===== config.mk =====
export PLATFORM = sky130hd
export DESIGN_NAME = frogger_lane_engine
export DESIGN_NICKNAME = d
export VERILOG_FILES = /design/src/rtl/frogger_pkg.sv /design/src/rtl/frogger_lane_mover.sv /design/src/rtl/frogger_lane_engine.sv
export SDC_FILE = /design/constraint.sdc
export NUM_CORES = 1
export LEC_CHECK = 0
export CAP_MARGIN = 5
export CORE_ASPECT_RATIO = 0.8
export CORE_MARGIN = 5
export CORE_UTILIZATION = 63
export CTS_BUF_LIST = sky130_fd_sc_hd__clkbuf_8
export DETAILED_ROUTE_END_ITERATION = 10
export PLACE_DENSITY_LB_ADDON = 0.1
export SLEW_MARGIN = 20
export SYNTH_ARGS = -nofsm -noshare
export SYNTH_HDL_FRONTEND = slang
export SYNTH_HIERARCHICAL = 1
export SYNTH_SLANG_ARGS = --single-unit

===== constraint.sdc =====
create_clock -name i_Clk -period 3.5 [get_ports i_Clk]
set_input_delay 0.7 -clock i_Clk [delete_from_list [all_inputs] [get_ports i_Clk]]
set_output_delay 0.7 -clock i_Clk [all_outputs]
set_load 0.01 [all_outputs]

===== src/rtl/frogger_pkg.sv =====
// Shared Frogger playfield constants and small elaboration-time helpers.
package frogger_pkg;

  // Ceiling log2, used to size tile-coordinate buses.
  function automatic int clog2(input int v);
    int r;
    r = 0;
    while ((1 << r) < v) r = r + 1;
    return r;
  endfunction

  localparam int GRID_W = 20;
  localparam int GRID_H = 15;
  localparam int XW     = clog2(GRID_W);
  localparam int YW     = clog2(GRID_H);

  // Extract field idx (w bits wide) from a packed per-lane parameter vector.
  function automatic int unsigned field_u(input logic [255:0] vec, input int idx, input int w);
    logic [255:0] m;
    m = (256'd1 << w) - 256'd1;
    return 32'((vec >> (idx * w)) & m);
  endfunction

endpackage


===== src/rtl/frogger_lane_mover.sv =====
// One traffic lane: tick divider scaled by level plus a wrapping offset.
module frogger_lane_mover #(
  parameter int                GRID_W    = frogger_pkg::GRID_W,
  parameter int                XW        = frogger_pkg::clog2(GRID_W),
  parameter int                PERIOD_W  = 8,
  parameter int                MAX_SHIFT = 3,
  parameter logic [PERIOD_W-1:0] BASE    = 1,
  parameter bit                DIR       = 1'b1,
  parameter logic [XW-1:0]     INIT      = '0
) (
  input  logic          clk,
  input  logic          rst_n,
  input  logic          tick,
  input  logic          freeze,
  input  logic          restart,
  input  logic [6:0]    level,
  output logic [XW-1:0] offset
);

  logic [6:0]          shift;
  logic [PERIOD_W-1:0] shifted;
  logic [PERIOD_W-1:0] eff;
  logic [PERIOD_W-1:0] cnt;
  logic [XW-1:0]       step;

  // Level-scaled period, never below one tick.
  always_comb begin
    shift   = (level > 7'(MAX_SHIFT)) ? 7'(MAX_SHIFT) : level;
    shifted = BASE >> shift;
    eff     = (shifted == '0) ? PERIOD_W'(1) : shifted;
  end

  // Next offset one tile along the lane direction, wrapping at the edges.
  always_comb begin
    step = offset;
    if (DIR) step = (offset == XW'(GRID_W - 1)) ? '0 : offset + XW'(1);
    else     step = (offset == '0) ? XW'(GRID_W - 1) : offset - XW'(1);
  end

  // Restart beats freeze beats tick; >= tolerates a period shrinking mid-count.
  always_ff @(posedge clk or negedge rst_n) begin
    if (!rst_n) begin
      cnt    <= '0;
      offset <= INIT;
    end else if (restart) begin
      cnt    <= '0;
      offset <= INIT;
    end else if (!freeze && tick) begin
      if (cnt >= eff - PERIOD_W'(1)) begin
        cnt    <= '0;
        offset <= step;
      end else begin
        cnt <= cnt + PERIOD_W'(1);
      end
    end
  end

endmodule


===== src/rtl/frogger_lane_engine.sv =====
// Frogger traffic engine: per-lane movers, tile hit test, collision edge detect.
module frogger_lane_engine #(
  parameter int NUM_LANES     = 4,
  parameter int CARS_PER_LANE = 2,
  parameter int GRID_W        = frogger_pkg::GRID_W,
  parameter int GRID_H        = frogger_pkg::GRID_H,
  parameter int LANE_ROW_0    = 8,
  parameter int PERIOD_W      = 8,
  parameter logic [NUM_LANES*PERIOD_W-1:0] BASE_PERIOD = {8'd16, 8'd8, 8'd4, 8'd2},
  parameter logic [NUM_LANES-1:0]          DIR_MASK    = 4'b0101,
  parameter int MAX_SHIFT     = 3,
  parameter int XW            = frogger_pkg::clog2(GRID_W),
  parameter int YW            = frogger_pkg::clog2(GRID_H),
  parameter logic [NUM_LANES*XW-1:0]       INIT_OFFSET = '0
) (
  input  logic          i_Clk,
  input  logic          i_Rst_L,
  input  logic          i_Tick,
  input  logic          i_Freeze,
  input  logic          i_Restart,
  input  logic [6:0]    i_Level,
  input  logic [XW-1:0] i_Frog_X,
  input  logic [YW-1:0] i_Frog_Y,
  input  logic [XW-1:0] i_Query_X,
  input  logic [YW-1:0] i_Query_Y,
  output logic          o_Car_Hit,
  output logic          o_Car_Dir,
  output logic          o_Collided,
  output logic          o_Collide_Pulse
);
  import frogger_pkg::*;

  localparam int SPACING = GRID_W / CARS_PER_LANE;

  logic [NUM_LANES-1:0][XW-1:0]                    offset;
  logic [NUM_LANES-1:0][CARS_PER_LANE-1:0][XW-1:0] car_x;
  logic q_hit, q_dir, f_hit;

  for (genvar k = 0; k < NUM_LANES; k++) begin : g_lane
    frogger_lane_mover #(
      .GRID_W   (GRID_W),
      .XW       (XW),
      .PERIOD_W (PERIOD_W),
      .MAX_SHIFT(MAX_SHIFT),
      .BASE     (PERIOD_W'(field_u(256'(BASE_PERIOD), k, PERIOD_W))),
      .DIR      (DIR_MASK[k]),
      .INIT     (XW'(field_u(256'(INIT_OFFSET), k, XW)))
    ) u_mover (
      .clk    (i_Clk),
      .rst_n  (i_Rst_L),
      .tick   (i_Tick),
      .freeze (i_Freeze),
      .restart(i_Restart),
      .level  (i_Level),
      .offset (offset[k])
    );

    // Both addends are below GRID_W, so a single conditional subtract wraps.
    for (genvar j = 0; j < CARS_PER_LANE; j++) begin : g_car
      logic [XW:0] sum;
      assign sum         = {1'b0, offset[k]} + (XW+1)'(j * SPACING);
      assign car_x[k][j] = (sum >= (XW+1)'(GRID_W)) ? XW'(sum - (XW+1)'(GRID_W)) : sum[XW-1:0];
    end
  end

  // OR-trees for render query and frog overlap; only lane-band rows can match.
  always_comb begin
    q_hit = 1'b0;
    q_dir = 1'b0;
    f_hit = 1'b0;
    for (int k = 0; k < NUM_LANES; k++) begin
      for (int j = 0; j < CARS_PER_LANE; j++) begin
        if (i_Query_Y == YW'(LANE_ROW_0 + k) && car_x[k][j] == i_Query_X) begin
          q_hit = 1'b1;
          q_dir = DIR_MASK[k];
        end
        if (i_Frog_Y == YW'(LANE_ROW_0 + k) && car_x[k][j] == i_Frog_X) f_hit = 1'b1;
      end
    end
  end

  // Output registers; o_Collided doubles as the previous-overlap state for the edge pulse.
  always_ff @(posedge i_Clk or negedge i_Rst_L) begin
    if (!i_Rst_L) begin
      o_Car_Hit       <= 1'b0;
      o_Car_Dir       <= 1'b0;
      o_Collided      <= 1'b0;
      o_Collide_Pulse <= 1'b0;
    end else begin
      o_Car_Hit       <= q_hit;
      o_Car_Dir       <= q_dir;
      o_Collided      <= f_hit;
      o_Collide_Pulse <= f_hit & ~o_Collided;
    end
  end

endmodule


=== Yosys cells after proc, flatten, opt, wreduce, memory -nomap -nowiden ===
Index checks and enable logic that the tools add are counted.

* Shift operators: 4
* Eq/ne operators: 26
* Multiplexer cells: 63
* Reductions and logical operators: 33
* Bitwise gates (word level): 2
* $add $sub $neg: 24
* Order comparisons: 13

{| class="wikitable"
|+ Operators by type and width
! cell !! number
|-
| 8-bit two-way mux || 16
|-
| 5-bit two-way mux || 24
|-
| 5-bit == test || 16
|-
| 5-bit subtractor (second input constant) || 8
|-
| 8-bit by 1-bit adder with 8-bit output (second input constant) || 4
|-
| 4-bit == test (second input constant) || 8
|-
| 8-bit greater-or-equal comparator || 4
|-
| 8-bit logical NOT || 4
|-
| 8-bit by 1-bit subtractor with 8-bit output (second input constant) || 4
|-
| 5-bit by 4-bit adder with 6-bit output (second input constant) || 4
|-
| 6-bit by 5-bit greater-or-equal comparator with 1-bit output (second input constant) || 4
|-
| 1-bit two-way mux || 22
|-
| 5-bit greater-or-equal comparator (second input constant) || 4
|-
| 1-bit logical AND || 17
|-
| 5-bit by 1-bit adder with 5-bit output (second input constant) || 2
|-
| 5-bit == test (second input constant) || 2
|-
| 5-bit logical NOT || 2
|-
| 2-bit nonzero test || 5
|-
| 5-bit by 1-bit subtractor with 5-bit output (second input constant) || 2
|-
| 2-bit AND reduction || 4
|-
| 2-bit by 7-bit right shift with 8-bit output (first input constant) || 1
|-
| 3-bit by 7-bit right shift with 8-bit output (first input constant) || 1
|-
| 4-bit by 7-bit right shift with 8-bit output (first input constant) || 1
|-
| 5-bit by 7-bit right shift with 8-bit output (first input constant) || 1
|-
| other kinds (5) || 5
|}

* Output and inout bits: 4
* Flip-flop bits (word level): 56

=== Logic depth before layout (Yosys ltp) ===
* Depth after elaboration: 13
* Depth in mapped cells: 13
* Gate-level depth less buffers: 12

=== By module ===
The synthesis kept the hierarchy.

{| class="wikitable"
|+ Modules (own cells, without submodules)
! module !! seq. area each (um^2) !! cells each !! instances !! area an instance (um^2)
|-
| frogger_lane_engine || 100.1 || 350 || 1 || 2628.8
|-
| frogger_lane_mover at g_lane[2].u_mover || 325.3 || 107 || 1 || 1029.7
|-
| frogger_lane_mover at g_lane[3].u_mover || 325.3 || 106 || 1 || 991.0
|-
| frogger_lane_mover at g_lane[1].u_mover || 325.3 || 89 || 1 || 825.8
|-
| frogger_lane_mover at g_lane[0].u_mover || 325.3 || 73 || 1 || 749.5
|}

=== Least setup slack after synthesis ===
Ideal clock, no wire load.

* Path type: in2reg
* From: input port i_Level[4]
* To: register g_lane[1].u_mover.offset[2]
* Path slack: 484 ps
* Cell stages on the path: 11
* Data required time: 3404 ps
* Arrival time: 2920 ps
* Cells stage by stage: or4_1 > nor3_1 > nand2_1 > ha_1 > xnor2_1 > ha_1 > nand2_1 > o21ai_0 > a21oi_1 > nand3b_1 > o31ai_1

* Cells in the longest elaborated chain, start to end: 9

{| class="wikitable"
|+ Ends and longest elaborated chain
! item !! RTL line !! RTL
|-
| start: declaration || frogger_lane_engine.sv:21 || <nowiki>input logic [6:0] i_Level,</nowiki>
|-
| 7-bit by 2-bit greater-than comparator with 1-bit output || frogger_lane_mover.sv:28 || <nowiki>shift = (level > 7'(MAX_SHIFT)) ? 7'(MAX_SHIFT) : level;</nowiki>
|-
| 7-bit two-way mux (*) || frogger_lane_mover.sv:28 ||
|-
| 3-bit by 7-bit right shift with 8-bit output (*) || frogger_lane_mover.sv:29 || <nowiki>shifted = BASE >> shift;</nowiki>
|-
| 8-bit logical NOT || frogger_lane_mover.sv:30 || <nowiki>eff = (shifted == '0) ? PERIOD_W'(1) : shifted;</nowiki>
|-
| 8-bit two-way mux (*) || frogger_lane_mover.sv:30 ||
|-
| 8-bit by 1-bit subtractor with 8-bit output (*) || frogger_lane_mover.sv:49 || <nowiki>if (cnt >= eff - PERIOD_W'(1)) begin</nowiki>
|-
| 8-bit greater-or-equal comparator (*) || frogger_lane_mover.sv:49 ||
|-
| 2-bit nonzero test (no line) (*) || n/a ||
|-
| 2-bit AND reduction (no line) (*) || n/a ||
|-
| end signal: assignment || frogger_lane_mover.sv:51 || <nowiki>offset <= step;</nowiki>
|-
| end: declaration || frogger_lane_mover.sv:17 || <nowiki>output logic [XW-1:0] offset</nowiki>
|}

Mark *: on every way between the ends. The rest lies on a longest branch, timed or not.
A chain may end at the register's enable or synchronous reset.

=== Worst setup path in the final report ===
Ends and elaborated chain as after synthesis.

==> results by group <==
Synthesis
  • Post-Syn Area: 6225 um2
  • Synthesized area per cell: 8.586 um2
  • Syn Inst Count: 725
  • Largest cells by area after synthesis: dfrtp_1, ha_1, xor2_1
  • Largest area contributor in the netlist: dfrtp_1
  • Commonest cells post-synth: ha_1, dfrtp_1, nor2_1
  • Post-synth EDFFs: 0
  • Top-count cell post-synth: ha_1
  • Main flop type after synthesis: dfrtp_1
  • Yosys reg bits: 56
  • Area share of the largest cell type after synthesis: 22.51%
  • FFs w/ async S/R, synth: 100.0%
  • Synth Warn #: 6
  • Unique masters post-synth: 99
  • Sequential fraction of the synthesis area: 22.51%

Run
  • Max-Cap Viols: 0

Setup path
  • Endpoint kind of the worst setup timing path: flip-flop
  • Worst EP arrival: 3.52 ns
  • Max FO, Critical Path: 5
  • WP data required: 3.70 ns
  • Crit start category: primary input
  • Setup CP Type: primary input to flip-flop

Timing
  • # setup viols final: 0
  • Setup TNS: 0 ns
  • Final Hold Fails: 0
  • Fin Hold WS: 0.3427 ns
  • Tightest Pin Transition: 0.6520 ns
  • Min Tclk post-route: 3.319 ns
  • Fmax achieved: 0.3013 GHz
  • Final slew viol count: 0
  • Final period util: 94.84%
  • RSZ-0062 raised after global routing: no
  • Final Skew: 0.01054 ns
  • Relative slew slack: 56.39%

Pwr
  • Pwr/cell area: 389.2 nW/um2
  • Worst VDD drop: 0.1963 mV
  • Pleak: 3.053 nW
  • Total power: 2.686 mW

Clock tree
  • Longest Clk Path Bufs: 2
  • # H-tree levels: 2
  • Total setup buffers inserted after CTS: 0
  • CTS Buf Count: 5
  • Clk pin slew, worst setup/hold paths: 0.11 ns
  • CTS tree: yes
  • Root Buffer: clkbuf_8
  • Worst skew pair latency: 0.32 ns
  • Clock Sinks: 56

Global routing
  • Number of global-route vias before repair: 5341
  • Initial antenna violation count: 0
  • GRT Total Usage: 24.34%
  • GRT Residual Overflow: 0
  • Pin count of the biggest net entering global routing: 40
  • First-pass GRT wire length: 24690 um

Place
  • Hpwl dp: 10950 um
  • I/O Buffers: 33
  • Post-DP Area: 6768 um2
  • RD Place Congestion: 0.9227

Floorplanning
  • I/O pin total: 34
  • Die area: 11980 um2
  • Core region area: 9649 um2
  • Initial core utilization: 64.51%
  • # rows: 32
  • Die X: 121.1 um
  • Die Span Y: 98.91 um

Routing
  • WL/cell: 16.00 um
  • DR pass1 iterations: 5
  • Vias: 5537
  • Drt drc: 0
  • DR iter-0 viols: 301
  • Wirelength, routed: 14470 um
  • Detail Route Antenna Nets: 0
  • Vias/cell: 6.125

Layout
  • Fraction of layout cells with a size suffix above 1: 11.72%
  • ANT cells: 0
  • Fin area: 6903 um2
  • Finished Core Util: 71.54%
  • Synth-to-layout area growth: 10.89%
  • Layout fillers: 748
  • Fin nets: 855

Status
  • Status: finished, final reports clean

Hold path
  • Worst hold path class: primary input to async pin
==> sequential cells by signal (all words and copies together), names as in the netlist <==
signal	count
g_lane.u_mover/cnt	32
g_lane.u_mover/offset	20
o_Car_Dir	1
o_Car_Hit	1
o_Collide_Pulse	1
o_Collided	1
==> critical path: stages <==
cell and delay [ns]:
clkdlybuf4s50_1 0.46, or4_1 0.59, nor3_2 0.16, nand2_1 0.08, ha_1 0.20, xnor2_1 0.13, ha_1 0.30, nand2_1 0.05
o21ai_1 0.17, a21oi_1 0.16, nand3b_1 0.21, o31ai_1 0.31
==> cells by family (layout without fill, tap and decap cells) <==
| family | count (synthesis) | after routing | synth area share (%) |
|---|---|---|---|
| muxes | 6 | 6 | 1.206 |
| adders and majority gates | 58 | 58 | 11.66 |
| xor gates and xnor gates | 78 | 78 | 11.22 |
| and+or+nand+nor | 266 | 266 | 24.54 |
| buffers and inverters | 68 | 108 | 5.206 |
| DFF | 56 | 56 | 22.51 |
| AOI/OAI and AO/OA | 189 | 189 | 23.42 |
| other | 4 | 7 | 0.2411 |
==> stage by stage <==
stage | std cells | setup WS [ns]
6_report | 904 | 0.1806
5_1_grt | 904 | 0.02273
4_1_cts | 904 | 0.1087
3_5_place_dp | 896 | -0.2210
3_3_place_gp | 896 | -0.06593
2_1_floorplan | 728 | 0.4840
==> cells in the final DEF (no fill, tap or decap), types with 4 or more instances in the layout <==
cell,n
conb_1,7
inv_1,38
nand4_1,14
a311oi_1,7
or3_1,12
nand3b_1,8
o21ai_1,4
or2_2,6
a211oi_1,4
nand2b_1,14
a22oi_1,4
a21oi_1,35
nor2_1,54
dfrtp_1,56
nor3b_1,5
xor2_1,51
a211o_1,5
o22ai_1,4
and4b_1,5
nand2_1,46
nor4_1,8
ha_1,58
buf_4,29
o221ai_1,4
clkdlybuf4s50_1,32
nand3_1,22
clkbuf_8,6
nor3_1,16
o21ai_0,28
o21a_1,10
nor2b_1,9
a21o_1,8
xnor2_1,26
and2_1,5
o2bb2ai_1,7
and3_1,10
a31oi_1,10
==> timing repair <==
action                     in CTS  in global routing
setup endpoints to repair       0                 13
gates resized for setup         0                  7
hold buffers                    0                  0
==> metal layers <==
| metal | global-route usage (%) | up-vias | part of all wire, % |
|---|---|---|---|
| li1 | - | 2754 | - |
| met3 | 4.016 | 16 | 5.4 |
| met4 | 5.082 | 0 | 1.0 |
| met5 | 0 | - | 0 |
| met1 | 33.99 | 2608 | 48 |
| met2 | 39.97 | 159 | 46 |
==> cell type report <==
| class | instances | area [um2] | area share (%) |
|---|---|---|---|
| Timing Repair Buffer | 62 | 543.0 | 7.867 |
| Clock inverter | 2 | 13.76 | 0.1994 |
| Inverter | 38 | 142.6 | 2.066 |
| Sequential cell | 56 | 1401 | 20.30 |
| Clock buffer | 6 | 82.58 | 1.196 |
| Tap cell | 136 | 170.2 | 2.465 |
| Multi-Input combinational cell | 604 | 4549 | 65.91 |
==> power breakdown <==
part	switching [mW]	total [mW]	internal (mW)
clock	0.226	0.389	0.163
sequential	0.209	0.914	0.705
combinational	0.742	1.38	0.642
total	1.18	2.69	1.51
==> worst paths after layout <==
kind	start	to	slack (ns)	cells after the start
worst max register to register	g_lane[1].u_mover/offset[2]$_DFFE_PN0P_	o_Collide_Pulse$_DFF_PN0_	0.46	10
min in group i_Clk	o_Collided$_DFF_PN0_	o_Collide_Pulse$_DFF_PN0_	0.48	1
worst max-delay path	i_Level[4]	g_lane[1].u_mover/offset[2]$_DFFE_PN0P_	0.18	12
worst min-delay path	i_Rst_L	g_lane[0].u_mover/offset[4]$_DFFE_PN0P_	0.34	1
max in group asynchronous	i_Rst_L	g_lane[1].u_mover/cnt[2]$_DFFE_PN0P_	2.38	2
worst min register to register	o_Collided$_DFF_PN0_	o_Collide_Pulse$_DFF_PN0_	0.48	1
(Power assumes the default switching activity.)
